File: src/rtl/poli_crc_engine.sv
// -----------------------------------------------------------------------------
// poli_crc_engine
//
// Programmable CRC engine behind a request/acknowledge register bus.
// Software loads POLY and SEED, pulses INIT, and pushes input words into a
// small FIFO. The engine pops one word at a time and folds BITS_PER_CYCLE bits
// per clock into the CRC register, MSB first. There is no reflection and no
// final XOR. A one-cycle irq marks the point where the FIFO has drained and
// the engine has returned to idle with ENABLE set.
//
// Register map (byte offsets from CRC_BASE):
//   0x00 CONTROL  bit0 INIT (W1, self-clearing), bit1 CLR_ERR (W1,
//                 self-clearing), bit2 ENABLE (RW)
//   0x04 STATUS   bit0 BUSY, bit1 FULL, bit2 EMPTY, bit3 ADDR_ERR (sticky),
//                 bits[15:8] FIFO count (RO)
//   0x08 INPUT    push one word (WO, reads as 0)
//   0x0C OUTPUT   current CRC (RO)
//   0x10 POLY     polynomial (RW)
//   0x14 SEED     INIT value of the CRC (RW)
//
// Ports:
//   clk        clock
//   rst        asynchronous active-high reset
//   bus_ren    read request, held until bus_ack
//   bus_wen    write request, held until bus_ack
//   bus_addr   byte address
//   bus_wdata  write data
//   bus_rdata  read data, valid while bus_ack is high
//   bus_ack    one-cycle acknowledge, one cycle after a request is accepted
//   sel        upstream decode says the address is in the CRC window
//   irq        one-cycle done pulse
//
// Parameter constraints: 8 <= CRC_W <= DATA_W, BITS_PER_CYCLE divides DATA_W,
// FIFO_DEPTH is a power of two and at least 2.
// -----------------------------------------------------------------------------
module poli_crc_engine #(
    parameter int          DATA_W         = 32,
    parameter int          CRC_W          = 32,
    parameter int          BITS_PER_CYCLE = 8,
    parameter int          FIFO_DEPTH     = 4,
    parameter logic [31:0] CRC_BASE       = 32'h00FF0018,
    parameter logic [31:0] DEFAULT_POLY   = 32'h04C11DB7,
    parameter logic [31:0] DEFAULT_SEED   = 32'hFFFFFFFF
) (
    input  logic              clk,
    input  logic              rst,
    input  logic              bus_ren,
    input  logic              bus_wen,
    input  logic [31:0]       bus_addr,
    input  logic [DATA_W-1:0] bus_wdata,
    output logic [DATA_W-1:0] bus_rdata,
    output logic              bus_ack,
    input  logic              sel,
    output logic              irq
);

    // -------------------------------------------------------------------------
    // Local parameters
    // -------------------------------------------------------------------------
    localparam int PTR_W   = $clog2(FIFO_DEPTH);
    localparam int CNT_W   = $clog2(FIFO_DEPTH + 1);
    localparam int SLICES  = DATA_W / BITS_PER_CYCLE;
    localparam int SLICE_W = $clog2(SLICES + 1);

    localparam logic [31:0] A_CONTROL = CRC_BASE;
    localparam logic [31:0] A_STATUS  = CRC_BASE + 32'h04;
    localparam logic [31:0] A_INPUT   = CRC_BASE + 32'h08;
    localparam logic [31:0] A_OUTPUT  = CRC_BASE + 32'h0C;
    localparam logic [31:0] A_POLY    = CRC_BASE + 32'h10;
    localparam logic [31:0] A_SEED    = CRC_BASE + 32'h14;

    localparam logic [CRC_W-1:0] POLY_RESET = CRC_W'(DEFAULT_POLY);
    localparam logic [CRC_W-1:0] SEED_RESET = CRC_W'(DEFAULT_SEED);

    typedef enum logic [1:0] {
        ST_IDLE  = 2'd0,
        ST_LOAD  = 2'd1,
        ST_SHIFT = 2'd2
    } state_t;

    // -------------------------------------------------------------------------
    // State
    // -------------------------------------------------------------------------
    state_t               state_reg;
    state_t               state_next;
    logic [CRC_W-1:0]     crc_reg;
    logic [CRC_W-1:0]     crc_next;
    logic [CRC_W-1:0]     poly_reg;
    logic [CRC_W-1:0]     seed_reg;
    logic [DATA_W-1:0]    sr_reg;
    logic [SLICE_W-1:0]   slice_cnt_reg;
    logic                 enable_reg;
    logic                 addr_err_reg;
    logic                 ack_reg;
    logic [DATA_W-1:0]    rdata_reg;
    logic                 irq_reg;

    logic [DATA_W-1:0]    fifo_mem [FIFO_DEPTH];
    logic [PTR_W-1:0]     wr_ptr_reg;
    logic [PTR_W-1:0]     rd_ptr_reg;
    logic [CNT_W-1:0]     fifo_count_reg;

    // -------------------------------------------------------------------------
    // Address decode and request acceptance
    // -------------------------------------------------------------------------
    logic hit_control, hit_status, hit_input, hit_output, hit_poly, hit_seed;
    logic hit_any;
    logic req_valid;
    logic push_stall;
    logic accept;
    logic fifo_push, fifo_pop;
    logic fifo_full, fifo_empty;
    logic ctrl_wr, init_fire, clr_err;
    logic poly_wr, seed_wr;
    logic unmapped;
    logic load_en, shift_en;
    logic done_pulse;
    logic busy;
    logic fb_bit;
    logic [31:0]       status_word;
    logic [DATA_W-1:0] rd_value;

    assign hit_control = (bus_addr == A_CONTROL);
    assign hit_status  = (bus_addr == A_STATUS);
    assign hit_input   = (bus_addr == A_INPUT);
    assign hit_output  = (bus_addr == A_OUTPUT);
    assign hit_poly    = (bus_addr == A_POLY);
    assign hit_seed    = (bus_addr == A_SEED);
    assign hit_any     = hit_control | hit_status | hit_input |
                         hit_output  | hit_poly   | hit_seed;

    assign fifo_full  = (fifo_count_reg == CNT_W'(FIFO_DEPTH));
    assign fifo_empty = (fifo_count_reg == '0);

    // Engine strobes depend on the state register only, which keeps the
    // acceptance path (which needs the pop) free of any combinational loop.
    assign load_en  = (state_reg == ST_LOAD);
    assign shift_en = (state_reg == ST_SHIFT);
    assign fifo_pop = load_en;

    // A request held across its own ack cycle must not be taken twice.
    assign req_valid = sel & (bus_ren | bus_wen) & ~ack_reg;

    // An INPUT write to a full FIFO waits, unless the engine frees the head
    // slot in this very cycle, in which case push and pop share the edge.
    assign push_stall = bus_wen & hit_input & fifo_full & ~fifo_pop;
    assign accept     = req_valid & ~push_stall;

    assign fifo_push = accept & bus_wen & hit_input;
    assign ctrl_wr   = accept & bus_wen & hit_control;
    assign init_fire = ctrl_wr & bus_wdata[0];
    assign clr_err   = ctrl_wr & bus_wdata[1];
    assign poly_wr   = accept & bus_wen & hit_poly;
    assign seed_wr   = accept & bus_wen & hit_seed;
    assign unmapped  = accept & ~hit_any;

    assign busy = (state_reg != ST_IDLE) | ~fifo_empty;

    always_comb begin
        status_word       = '0;
        status_word[0]    = busy;
        status_word[1]    = fifo_full;
        status_word[2]    = fifo_empty;
        status_word[3]    = addr_err_reg;
        status_word[15:8] = 8'(fifo_count_reg);
    end

    // Read mux; INPUT and unmapped offsets fall through to zero.
    always_comb begin
        rd_value = '0;
        if (hit_control) begin
            rd_value = DATA_W'({enable_reg, 2'b00});
        end else if (hit_status) begin
            rd_value = DATA_W'(status_word);
        end else if (hit_output) begin
            rd_value = DATA_W'(crc_reg);
        end else if (hit_poly) begin
            rd_value = DATA_W'(poly_reg);
        end else if (hit_seed) begin
            rd_value = DATA_W'(seed_reg);
        end
    end

    // -------------------------------------------------------------------------
    // Bus-side registers
    // -------------------------------------------------------------------------
    always_ff @(posedge clk or posedge rst) begin
        if (rst) begin
            ack_reg      <= 1'b0;
            rdata_reg    <= '0;
            enable_reg   <= 1'b0;
            addr_err_reg <= 1'b0;
            poly_reg     <= POLY_RESET;
            seed_reg     <= SEED_RESET;
        end else begin
            ack_reg   <= accept;
            rdata_reg <= (accept & bus_ren) ? rd_value : '0;
            if (ctrl_wr) begin
                enable_reg <= bus_wdata[2];
            end
            if (unmapped) begin
                addr_err_reg <= 1'b1;
            end else if (clr_err) begin
                addr_err_reg <= 1'b0;
            end
            if (poly_wr) begin
                poly_reg <= bus_wdata[CRC_W-1:0];
            end
            if (seed_wr) begin
                seed_reg <= bus_wdata[CRC_W-1:0];
            end
        end
    end

    assign bus_ack   = ack_reg;
    assign bus_rdata = rdata_reg;

    // -------------------------------------------------------------------------
    // Input FIFO: storage array without reset, pointers with reset
    // -------------------------------------------------------------------------
    always_ff @(posedge clk) begin
        if (fifo_push) begin
            fifo_mem[wr_ptr_reg] <= bus_wdata;
        end
    end

    always_ff @(posedge clk or posedge rst) begin
        if (rst) begin
            wr_ptr_reg     <= '0;
            rd_ptr_reg     <= '0;
            fifo_count_reg <= '0;
        end else if (init_fire) begin
            wr_ptr_reg     <= '0;
            rd_ptr_reg     <= '0;
            fifo_count_reg <= '0;
        end else begin
            if (fifo_push) begin
                wr_ptr_reg <= wr_ptr_reg + PTR_W'(1);
            end
            if (fifo_pop) begin
                rd_ptr_reg <= rd_ptr_reg + PTR_W'(1);
            end
            fifo_count_reg <= fifo_count_reg + CNT_W'(fifo_push) - CNT_W'(fifo_pop);
        end
    end

    // -------------------------------------------------------------------------
    // Engine FSM
    // -------------------------------------------------------------------------
    always_ff @(posedge clk or posedge rst) begin
        if (rst) begin
            state_reg <= ST_IDLE;
            irq_reg   <= 1'b0;
        end else begin
            state_reg <= state_next;
            irq_reg   <= done_pulse;
        end
    end

    always_comb begin
        state_next = state_reg;
        done_pulse = 1'b0;
        case (state_reg)
            ST_IDLE: begin
                if (enable_reg && !fifo_empty) begin
                    state_next = ST_LOAD;
                end
            end
            ST_LOAD: begin
                state_next = ST_SHIFT;
            end
            ST_SHIFT: begin
                // Last slice of the word: chain straight into the next word
                // or park in IDLE (a cleared ENABLE also parks here).
                if (slice_cnt_reg == SLICE_W'(1)) begin
                    if (enable_reg && !fifo_empty) begin
                        state_next = ST_LOAD;
                    end else begin
                        state_next = ST_IDLE;
                        done_pulse = enable_reg & fifo_empty;
                    end
                end
            end
            default: begin
                state_next = ST_IDLE;
            end
        endcase
        // INIT aborts whatever is in flight and never raises irq.
        if (init_fire) begin
            state_next = ST_IDLE;
            done_pulse = 1'b0;
        end
    end

    assign irq = irq_reg;

    // -------------------------------------------------------------------------
    // Engine datapath
    // -------------------------------------------------------------------------
    // Fold BITS_PER_CYCLE bits from the top of the shift register, MSB first.
    always_comb begin
        crc_next = crc_reg;
        fb_bit   = 1'b0;
        for (int i = 0; i < BITS_PER_CYCLE; i++) begin
            fb_bit   = crc_next[CRC_W-1] ^ sr_reg[DATA_W-1-i];
            crc_next = {crc_next[CRC_W-2:0], 1'b0} ^ (fb_bit ? poly_reg : '0);
        end
    end

    always_ff @(posedge clk or posedge rst) begin
        if (rst) begin
            crc_reg       <= SEED_RESET;
            slice_cnt_reg <= '0;
        end else begin
            if (init_fire) begin
                crc_reg <= seed_reg;
            end else if (shift_en) begin
                crc_reg <= crc_next;
            end
            if (load_en) begin
                slice_cnt_reg <= SLICE_W'(SLICES);
            end else if (shift_en) begin
                slice_cnt_reg <= slice_cnt_reg - SLICE_W'(1);
            end
        end
    end

    // The shift register is the registered read port of the FIFO array, so
    // it carries no reset; it is always reloaded before it is consumed.
    always_ff @(posedge clk) begin
        if (load_en) begin
            sr_reg <= fifo_mem[rd_ptr_reg];
        end else if (shift_en) begin
            sr_reg <= sr_reg << BITS_PER_CYCLE;
        end
    end

endmodule

File: config.mk
export PLATFORM = sky130hd
export DESIGN_NAME = poli_crc_engine
export DESIGN_NICKNAME = d
export VERILOG_FILES = /design/src/rtl/poli_crc_engine.sv
export SDC_FILE = /design/constraint.sdc
export NUM_CORES = 1
export LEC_CHECK = 0
export BUFFER_PORTS_ARGS = -buffer_cell sky130_fd_sc_hd__buf_2
export CAP_MARGIN = 30
export CORE_ASPECT_RATIO = 1.1
export CORE_MARGIN = 1
export CORE_UTILIZATION = 65
export DETAILED_ROUTE_END_ITERATION = 10
export GPL_TIMING_DRIVEN = 0
export HOLD_SLACK_MARGIN = 0.15
export PLACE_DENSITY = 0.84
export RECOVER_POWER = 50
export SLEW_MARGIN = 20
export SYNTH_ARGS = -nofsm -noshare
export SYNTH_HDL_FRONTEND = slang
export SYNTH_SLANG_ARGS = --single-unit
File: constraint.sdc
create_clock -name clk -period 11.7 [get_ports clk]
set_clock_uncertainty 0.15 [all_clocks]
set_input_delay 1.17 -clock clk [delete_from_list [all_inputs] [get_ports clk]]
set_output_delay 1.17 -clock clk [all_outputs]
set_load 0.03 [all_outputs]
; ---- Word level (Yosys, flattened, before mapping)
; Memories as Yosys holds them, arrays and structs flattened.
; Index checks and enable logic that the tools add are counted.
[totals]
register_bits = 176
mem_bits_rw = 128
out_inout_bits = 34
n_memories = 1
[classes]
addsub = 5
eq_ne = 12
n_mux = 38
bitwise = 44
n_reduce_logical = 11
[memory_table]
columns = memory, words, width, read_ports, rd_clocked_by_memory_dff, write_ports, line
row1 = fifo_mem, 4, 32, 1, 0, 1, 98  ; logic [DATA_W-1:0] fifo_mem [FIFO_DEPTH];
[op_table]
columns = op, n
row1 = $mux W32, 18
row2 = $xor A32 B32 Y32, 8
row3 = $eq A32 B24 Y1 const B, 6
row4 = $and A1 B1 Y1, 16
row5 = $mux W2, 7
row6 = $reduce_bool A2 Y1, 6
row7 = $mux W1, 9
row8 = $mux W3, 3
row9 = $xor A1 B1 Y1, 8
row10 = $or A1 B1 Y1, 7
row11 = $pmux W2 S3, 1
row12 = $not A1 Y1, 5
row13 = $add A2 B1 Y2 const B, 2
row14 = $add A3 B1 Y3, 1
row15 = $eq A3 B1 Y1 const B, 1
row16 = $eq A3 B3 Y1 const B, 1
row17 = $logic_not A3 Y1, 1
row18 = $ne A3 B2 Y1 const B, 1
row19 = $ne A3 B3 Y1 const B, 1
row20 = $sub A3 B1 Y3, 1
row21 = $sub A3 B1 Y3 const B, 1
row22 = $eq A2 B1 Y1 const B, 1
row23 = $eq A2 B2 Y1 const B, 1
row24 = $logic_not A2 Y1, 1
row25 = 3 further kinds, 3

; ---- Logic depth before layout (Yosys ltp)
; Gate-level depths: netlist (run 1).
[logic_depth]
depth_word = 26
depth_mapped = 16
ltp_nobuf = 14

; ---- Least setup slack after synthesis (run 1)
; Ideal clock, no wire load.
[synth_timing]
kind = input-to-reg
start = in bus_addr[13]
end = reg fifo_count_reg[2]
setup_ns = 0.132
arrival_ns = 4.450
required_time_ns = 11.418
slack_ns = 6.968
stages = 13
path_cell_list = or4b_2 nor4_1 nand3b_1 clkbuf_1 nor4_1 inv_1 ha_1 inv_1 ha_1 fa_1 xnor2_1 xnor2_1 nor2_1
[synth_between]
elab_chain_len = 11
word_cells_on_any_way = 14
[synth_rtl]
columns = item, line
row1 = from (decl), 49  ; input logic [31:0] bus_addr,
row2 = $eq A32 B24 Y1, 125  ; assign hit_input = (bus_addr == A_INPUT);
row3 = $and A1 B1 Y1 (3 in a row), 146  ; assign push_stall = bus_wen & hit_input & fifo_full & ~fifo_pop;
row4 = $not A1 Y1, 147  ; assign accept = req_valid & ~push_stall;
row5 = $and A1 B1 Y1, 147
row6 = $and A1 B1 Y1, "149, 150"
row7 = $and A1 B1 Y1, 149  ; assign fifo_push = accept & bus_wen & hit_input;
row8 = $add A3 B1 Y3, 243  ; fifo_count_reg <= fifo_count_reg + CNT_W'(fifo_push) - CNT_W'(fifo_pop);
row9 = $sub A3 B1 Y3, 243
row10 = $mux W3 (*), 232  ; end else if (init_fire) begin
row11 = to (signal assigned), 243
row12 = to (decl), 101  ; logic [CNT_W-1:0] fifo_count_reg;
; Every way passes the cells marked *; elsewhere a longest branch is shown, timed or not.
; A chain may end at the register's enable or synchronous reset.

==> results.py, run 1 <==
metrics = {
    "status": {
        "run_status": "complete, but fails checks",
        "violations": "DRC, capacitance limit, slew limit",
    },
    "critical_path": {
        "end_kind": "async pin",
        "cp_max_fo": 90,
        "worstPathArrival_ns": 6.22,
        "path_delay_family": "buffers and inverters",
        "cp.buffers_inverters": 3,
        "cp.required_ns": 11.09,
        "crit_type": "in2async",
        "path_cells": "buf_2 -> clkinvlp_2 -> clkbuf_1",
        "crit_path_max_incr_delay_ns": 3.42,
        "cpMaxStageDelayCell": "clkbuf_1",
        "startpoint_type": "input pin",
    },
    "route": {
        "first_pass_iters": 9,
        "wl_mm": 45.8,
        "initialDrtViolationCount": 1218,
        "wl_per_cell_um": 22.4,
        "ant_nets": 0,
        "drc": 1,
        "vias_per_cell": 6.23,
        "via_count": 12700,
    },
    "pwr": {
        "vdd_ir_drop_max_v": 0.000203,
        "cellPowerDensity_nw_per_um2": 114,
        "p_leak_uw": 0.00726,
    },
    "global_route": {
        "antenna_found_initial": 0,
        "grt_pass1_vias": 12500,
        "grt_pass1_wl_mm": 71.2,
        "grt_max_degree": 91,
        "grt.total_usage": 0.345,
        "grt_overflow": 0,
    },
    "die": {
        "core.rowCount": 62,
        "start_util": 0.661,
        "dieArea_um2": 27100,
        "fp.dieH_um": 173,
        "io_pins": 103,
        "core_um2": 26100,
        "die_w_um": 157,
    },
    "synth": {
        "syn_nets": 1606,
        "netlist_instances": 1524,
        "synth-main-ff-cell": "edfxtp_1",
        "yosys_register_bits": 304,
        "syn_area_per_cell_um2": 11.3,
        "ys_seq_area_frac": 0.494,
        "yosysWarningCount": 0,
        "synth_cell_types": 69,
        "synthArstFlopShare": 0.474,
        "netlist_area_um2": 17200,
        "synth_edf_count": 160,
    },
    "finish": {
        "seq_area_um2": 8510,
        "largest_register_ffs": 128,
        "antenna_cells": 0,
        "final_util": 0.742,
        "fillers": 1802,
        "final_common_cell": "xnor2_1",
        "syn2layout_area_growth_pct": 12.4,
        "drive_gt1_frac": 0.217,
        "top_register": "fifo_mem",
        "multi_input_area_um2": 8170,
        "nets": 1751,
        "layout_common_cells": "xnor2_1, nand2_1, edfxtp_1",
    },
    "cts": {
        "clock-sinks": 304,
        "cts_buffers": 30,
        "tritoncts": "done",
        "cts_root_buffer": "clkbuf_16",
        "cts_setup_buffers": 0,
        "clock_latency_ns": 0.59,
        "clk_pin_slew_worst_paths_ns": 0.06,
        "cts_htree_levels": 1,
        "cts_resized": 0,
        "ctsHoldBuffers": 0,
        "cts_max_path_buffers": 3,
    },
    "placed_design": {
        "place.gp.congestion": 0.914,
        "port_buffers": 102,
        "dp_hpwl_mm": 31.8,
    },
    "timing": {
        "setup_tns_ns": 0,
        "hold_viol": 0,
        "fin_crit_sh": 0.583,
        "min_period_ns": 6.82,
        "rsz0062_at_grt": "no",
        "setup_viol": 0,
        "clock.fmax_mhz": 147,
        "worstMarginPinSlew_ns": 4.78,
        "finalMaxSlewViolations": 147,
        "max-slew-margin-rel": -2.19,
    },
    "worst_hold_path": {
        "hold_class": "reg2reg",
    },
    "flow_run": {
        "max_cap_violations": 2,
    },
}
## synthesized netlist by cell type (33+ instances only)
cell,instances,area share
a21oi_1,42,0.012
a22oi_1,33,0.014
clkbuf_1,96,0.021
dfrtp_1,66,0.096
dfstp_2,78,0.12
edfxtp_1,160,0.28
mux2_2,109,0.071
mux2i_1,35,0.020
nand2_1,206,0.045
nor2_1,59,0.013
o21ai_1,47,0.014
xnor2_1,207,0.11
## kinds of logic (layout without fill, tap and decap cells)
logic type,Yosys count,count (layout),synth area share
xor+xnor,250,250,0.135
simple gates,439,439,0.123
mux,177,177,0.134
fa+ha+maj,13,13,0.00988
flops,304,304,0.494
buf+inv,143,312,0.0327
compound gates,198,198,0.0711
## worst paths after layout
kind	from	to	slack, ns	cells past startpoint
setup / recovery	rst	bus_rdata[24]$_DFF_PP0_	4.88	3
hold / removal	seed_reg[0]$_DFFE_PP1P_	crc_reg[0]$_DFFE_PP1P_	0.37	2
setup reg to reg	crc_reg[31]$_DFFE_PP1P_	crc_reg[6]$_DFFE_PP1P_	7.00	15
hold reg to reg	seed_reg[0]$_DFFE_PP1P_	crc_reg[0]$_DFFE_PP1P_	0.37	2
max in group clk	bus_addr[13]	fifo_count_reg[2]$_DFF_PP0_	7.00	14
min in group asynchronous	rst	bus_rdata[0]$_DFF_PP0_	1.10	2
## worst reg2reg max path, stage by stage, from the launching register on
cell and delay (ns):
dfstp_2 0.57, xor2_1 0.26, buf_2 0.29, nand2_1 0.12
a211oi_1 0.34, o31ai_1 0.15, a211oi_4 0.54, xnor2_1 0.27
clkbuf_1 0.45, clkbuf_1 0.46, nand2_1 0.13, xnor2_1 0.21
xnor2_1 0.16, xnor2_1 0.12, xnor2_1 0.27, o21ai_1 0.10
## final cells by class
| type | instances | share of cell area |
|---|---|---|
| plain buffers | 122 | 0.0250 |
| clock buffers | 40 | 0.0433 |
| clock inverters | 16 | 0.0119 |
| inverters | 21 | 0.00414 |
| multi-input cells | 1077 | 0.422 |
| flip-flops and latches | 304 | 0.440 |
| well taps | 352 | 0.0228 |
| repair buffers | 113 | 0.0312 |
## per-stage QoR
stage	setup WS (ns)	power, uW	instance area [um^2]	std cells	hold WS [ns]
after floorplan	6.64	1170	17200	1524	0.307
after global placement	4.83	1200	18200	1978	0.321
after detailed placement	6.20	1200	18300	1986	0.355
after CTS	6.81	2220	19400	2042	0.364
after global routing	3.66	2270	19400	2045	0.377
final	4.88	2210	19400	2045	0.368
## layer usage
layer / up-vias / track usage / wire, um
met5: - / 0 / 0
met4: 0 / 0.165 / 2390
met3: 119 / 0.0481 / 3970
met2: 691 / 0.536 / 21200
met1: 6296 / 0.480 / 18300
li1: 5639 / - / -
## power breakdown
group | internal, uW | switching, uW | total, uW
clock | 614 | 416 | 1030
combinational | 11.7 | 43.0 | 54.8
sequential | 1130 | 0.350 | 1130
total | 1750 | 460 | 2210
Power figures use the tool's default switching activity.
==> run 2: changes to the inputs <==
--- a/config.mk
+++ b/config.mk
@@ -5,15 +5,16 @@
 export SDC_FILE = /design/constraint.sdc
 export NUM_CORES = 1
 export LEC_CHECK = 0
+export ABC_AREA = 1
 export BUFFER_PORTS_ARGS = -buffer_cell sky130_fd_sc_hd__buf_2
 export CAP_MARGIN = 30
 export CORE_ASPECT_RATIO = 1.1
 export CORE_MARGIN = 1
-export CORE_UTILIZATION = 65
+export CORE_UTILIZATION = 56
 export DETAILED_ROUTE_END_ITERATION = 10
 export GPL_TIMING_DRIVEN = 0
 export HOLD_SLACK_MARGIN = 0.15
-export PLACE_DENSITY = 0.84
+export PLACE_DENSITY = 0.77
 export RECOVER_POWER = 50
 export SLEW_MARGIN = 20
 export SYNTH_ARGS = -nofsm -noshare
==> constraint.sdc (replaced) <==
create_clock -name clk -period 5.5 [get_ports clk]
set_clock_uncertainty 0.15 [all_clocks]
set_input_delay 0.55 -clock clk [delete_from_list [all_inputs] [get_ports clk]]
set_output_delay 0.55 -clock clk [all_outputs]
set_load 0.03 [all_outputs]
==> run 2 against run 1 <==
- the run ends with capacitance limit, slew limit left
- sequential power rose by 120%
- cell area increased by 4.4%
- core utilization down 8.4 points
- sequential cell count stayed put
- via count rose by 24%
- combinational power grew to 5.7 times the previous value
- area after synthesis up 2.4%
- final cell count up 37%
- count of clock-buffer cells in the layout is 5 higher
- worst setup slack lost 3.3 ns
- largest cell class unchanged
- highest routed layer unchanged
==> results.py, run 2 <==
metrics = {
    "critical_path": {
        "startpoint_type": "register",
        "cp_common_cell": "nand2_1",
        "crit_type": "reg2reg",
        "path_delay_family": "simple AND/OR/NAND/NOR gates",
        "reg2reg_depth": 22,
        "end_kind": "register",
        "r2r_slack_ns": 1.58,
        "cp_max_fo": 10,
        "worstPathArrival_ns": 4.23,
        "cp.buffers_inverters": 2,
        "r2r_end": "crc_reg[21]$_DFFE_PP1P_",
        "path_cells": "nand2_1 -> nand2_2 -> nand3_2 -> nand2_2 -> nand2_1 -> nand2_2 -> nand2_2 -> nor2_2 -> xor2_1 -> nand2_1 -> nand2_1 -> nor2_1 -> nor2_4 -> nand3_2 -> nand3_1 -> inv_1 -> nand2_1 -> buf_4 -> nand3_1 -> nand2_1 -> nand3_1 -> nand2_1",
        "worstReg2RegStart": "crc_reg[31]$_DFFE_PP1P_",
        "cpMaxStageDelayCell": "dfstp_2",
        "cp.required_ns": 5.82,
        "crit_path_max_incr_delay_ns": 0.57,
    },
    "placed_design": {
        "place.gp.congestion": 0.979,
        "placed_cells": 2717,
        "port_buffers": 102,
        "placed_cell_area_um2": 18900,
        "dp_hpwl_mm": 36.8,
    },
    "status": {
        "run_status": "complete, but fails checks",
        "violations": "capacitance limit, slew limit",
    },
    "finish": {
        "largest_register_ffs": 128,
        "final_common_cell": "nand2_1",
        "seq_area_um2": 8510,
        "multi_input_area_um2": 7470,
        "top_register": "fifo_mem",
        "antenna_cells": 0,
        "nets": 2453,
        "final_cells": 2810,
        "drive_gt1_frac": 0.0968,
        "fillers": 2571,
        "layout_common_cells": "nand2_1, inv_1, nor2_1",
        "syn2layout_area_growth_pct": 14.5,
        "final_util": 0.658,
        "final_area_um2": 20200,
    },
    "synth": {
        "synthArstFlopShare": 0.474,
        "synth_edf_count": 160,
        "netlist_instances": 2195,
        "yosysWarningCount": 0,
        "ys_top_cells_by_count": "nand2_1, inv_1, nor2_1",
        "yosysMostFrequentCell": "nand2_1",
        "netlist_area_um2": 17600,
        "yosys_register_bits": 304,
        "ys_seq_area_frac": 0.482,
        "synth_top_area_frac": 0.272,
        "netlist_top_cells_area": "edfxtp_1, dfstp_2, nand2_1, dfrtp_1, inv_1",
        "yosysTopAreaCell": "edfxtp_1",
        "syn_area_per_cell_um2": 8.03,
        "syn_nets": 2277,
        "synth_cell_types": 40,
        "synth-main-ff-cell": "edfxtp_1",
    },
    "flow_run": {
        "max_cap_violations": 1,
    },
    "cts": {
        "cts_setup_buffers": 0,
        "tritoncts": "done",
        "clock_latency_ns": 0.53,
        "cts_buffers": 34,
        "clock-sinks": 304,
        "cts_max_path_buffers": 3,
        "cts_htree_levels": 2,
        "clk_pin_slew_worst_paths_ns": 0.07,
        "cts_root_buffer": "clkbuf_16",
    },
    "global_route": {
        "grt_pass1_wl_mm": 80.9,
        "grt_max_degree": 75,
        "antenna_found_initial": 1,
        "grt_pass1_vias": 15400,
        "grt.total_usage": 0.328,
        "grt_overflow": 0,
    },
    "die": {
        "io_pins": 103,
        "die_w_um": 171,
        "core_um2": 30700,
        "core.rowCount": 67,
        "dieArea_um2": 32200,
        "start_util": 0.575,
        "fp.dieH_um": 188,
    },
    "pwr": {
        "total_power_uw": 5030,
        "p_leak_uw": 0.00803,
        "cellPowerDensity_nw_per_um2": 249,
        "vdd_ir_drop_max_v": 0.000449,
    },
    "timing": {
        "hold_viol": 0,
        "worstMarginPinSlew_ns": 3.25,
        "setup_viol": 0,
        "rsz0062_at_grt": "no",
        "finalMaxSlewViolations": 71,
        "clock.fmax_mhz": 255,
        "max-slew-margin-rel": -1.18,
        "setup_tns_ns": 0,
        "min_period_ns": 3.92,
        "fin_crit_sh": 0.712,
    },
    "route": {
        "vias_per_cell": 5.63,
        "via_count": 15800,
        "drc": 0,
        "wl_per_cell_um": 18.5,
        "first_pass_iters": 6,
        "initialDrtViolationCount": 1448,
        "wl_mm": 52.0,
        "ant_nets": 0,
    },
    "worst_hold_path": {
        "holdPathStages": 3,
        "hold_class": "in2reg",
        "min_to": "bus_rdata[2]$_DFF_PP0_",
        "hp-start": "bus_ren",
    },
}
[run 2: cell families after synthesis]
| family | synth area share |
|---|---|
| AOI/OAI and AO/OA | 0.0997 |
| xor gates and xnor gates | 0.0864 |
| adders and majority gates | 0.00965 |
| buffers and inverters | 0.0958 |
| DFF | 0.482 |
| and+or+nand+nor | 0.226 |
[run 2: power by group]
group | switching (uW) | internal, uW
Combinational | 219 | 92.5
Sequential | 9.53 | 2420
Clock | 968 | 1320
Total | 1200 | 3830
[run 2: through the flow]
step / hold WS (ns) / worst slack [ns]
CTS: 0.161 / 1.75
global placement: 0.328 / -0.710
detailed placement: 0.334 / 1.57
finish: 0.182 / 1.58
global route: 0.204 / 1.37
floorplan: 0.320 / 1.06
[run 2: worst max-delay path by stage]
stage	start	to	slack (ns)	cells after the start
2_1_floorplan	rst	addr_err_reg$_DFFE_PP0P_	1.06	1
3_3_place_gp	rst	bus_rdata[20]$_DFF_PP0_	-0.71	2
3_5_place_dp	bus_addr[9]	fifo_count_reg[2]$_DFF_PP0_	1.57	15
4_1_cts	crc_reg[31]$_DFFE_PP1P_	crc_reg[22]$_DFFE_PP1P_	1.75	22
5_1_grt	crc_reg[31]$_DFFE_PP1P_	crc_reg[21]$_DFFE_PP1P_	1.37	22
6_report	crc_reg[31]$_DFFE_PP1P_	crc_reg[21]$_DFFE_PP1P_	1.58	22
[run 2: routing by layer]
metal | up-vias | part of all wire | track usage
met5 | - | 0 | 0
met4 | 0 | 0.051 | 0.160
met3 | 180 | 0.082 | 0.0509
met2 | 787 | 0.48 | 0.554
met1 | 7446 | 0.38 | 0.408
li1 | 7411 | - | -
[run 2: tightest hold or removal path: stages]
cell,delay [ns]
buf_2,0.11
nand2_1,0.09
a221oi_1,0.06
[run 2: final cells by class]
class                      count  share of cell area
buffer                       131              0.0283
clock inverter                16              0.0103
sequential                   304               0.421
multi-input combinational   1462               0.370
tap                          414              0.0257
timing repair buffer         140              0.0445
inverter                     298              0.0555
clock buffer                  45              0.0447
[run 2: what timing repair did]
action	in CTS	in global routing
hold buffers	32	0
endpoints found under the hold margin	165	0
gates resized for setup	0	0
endpoints found under the setup margin	0	0
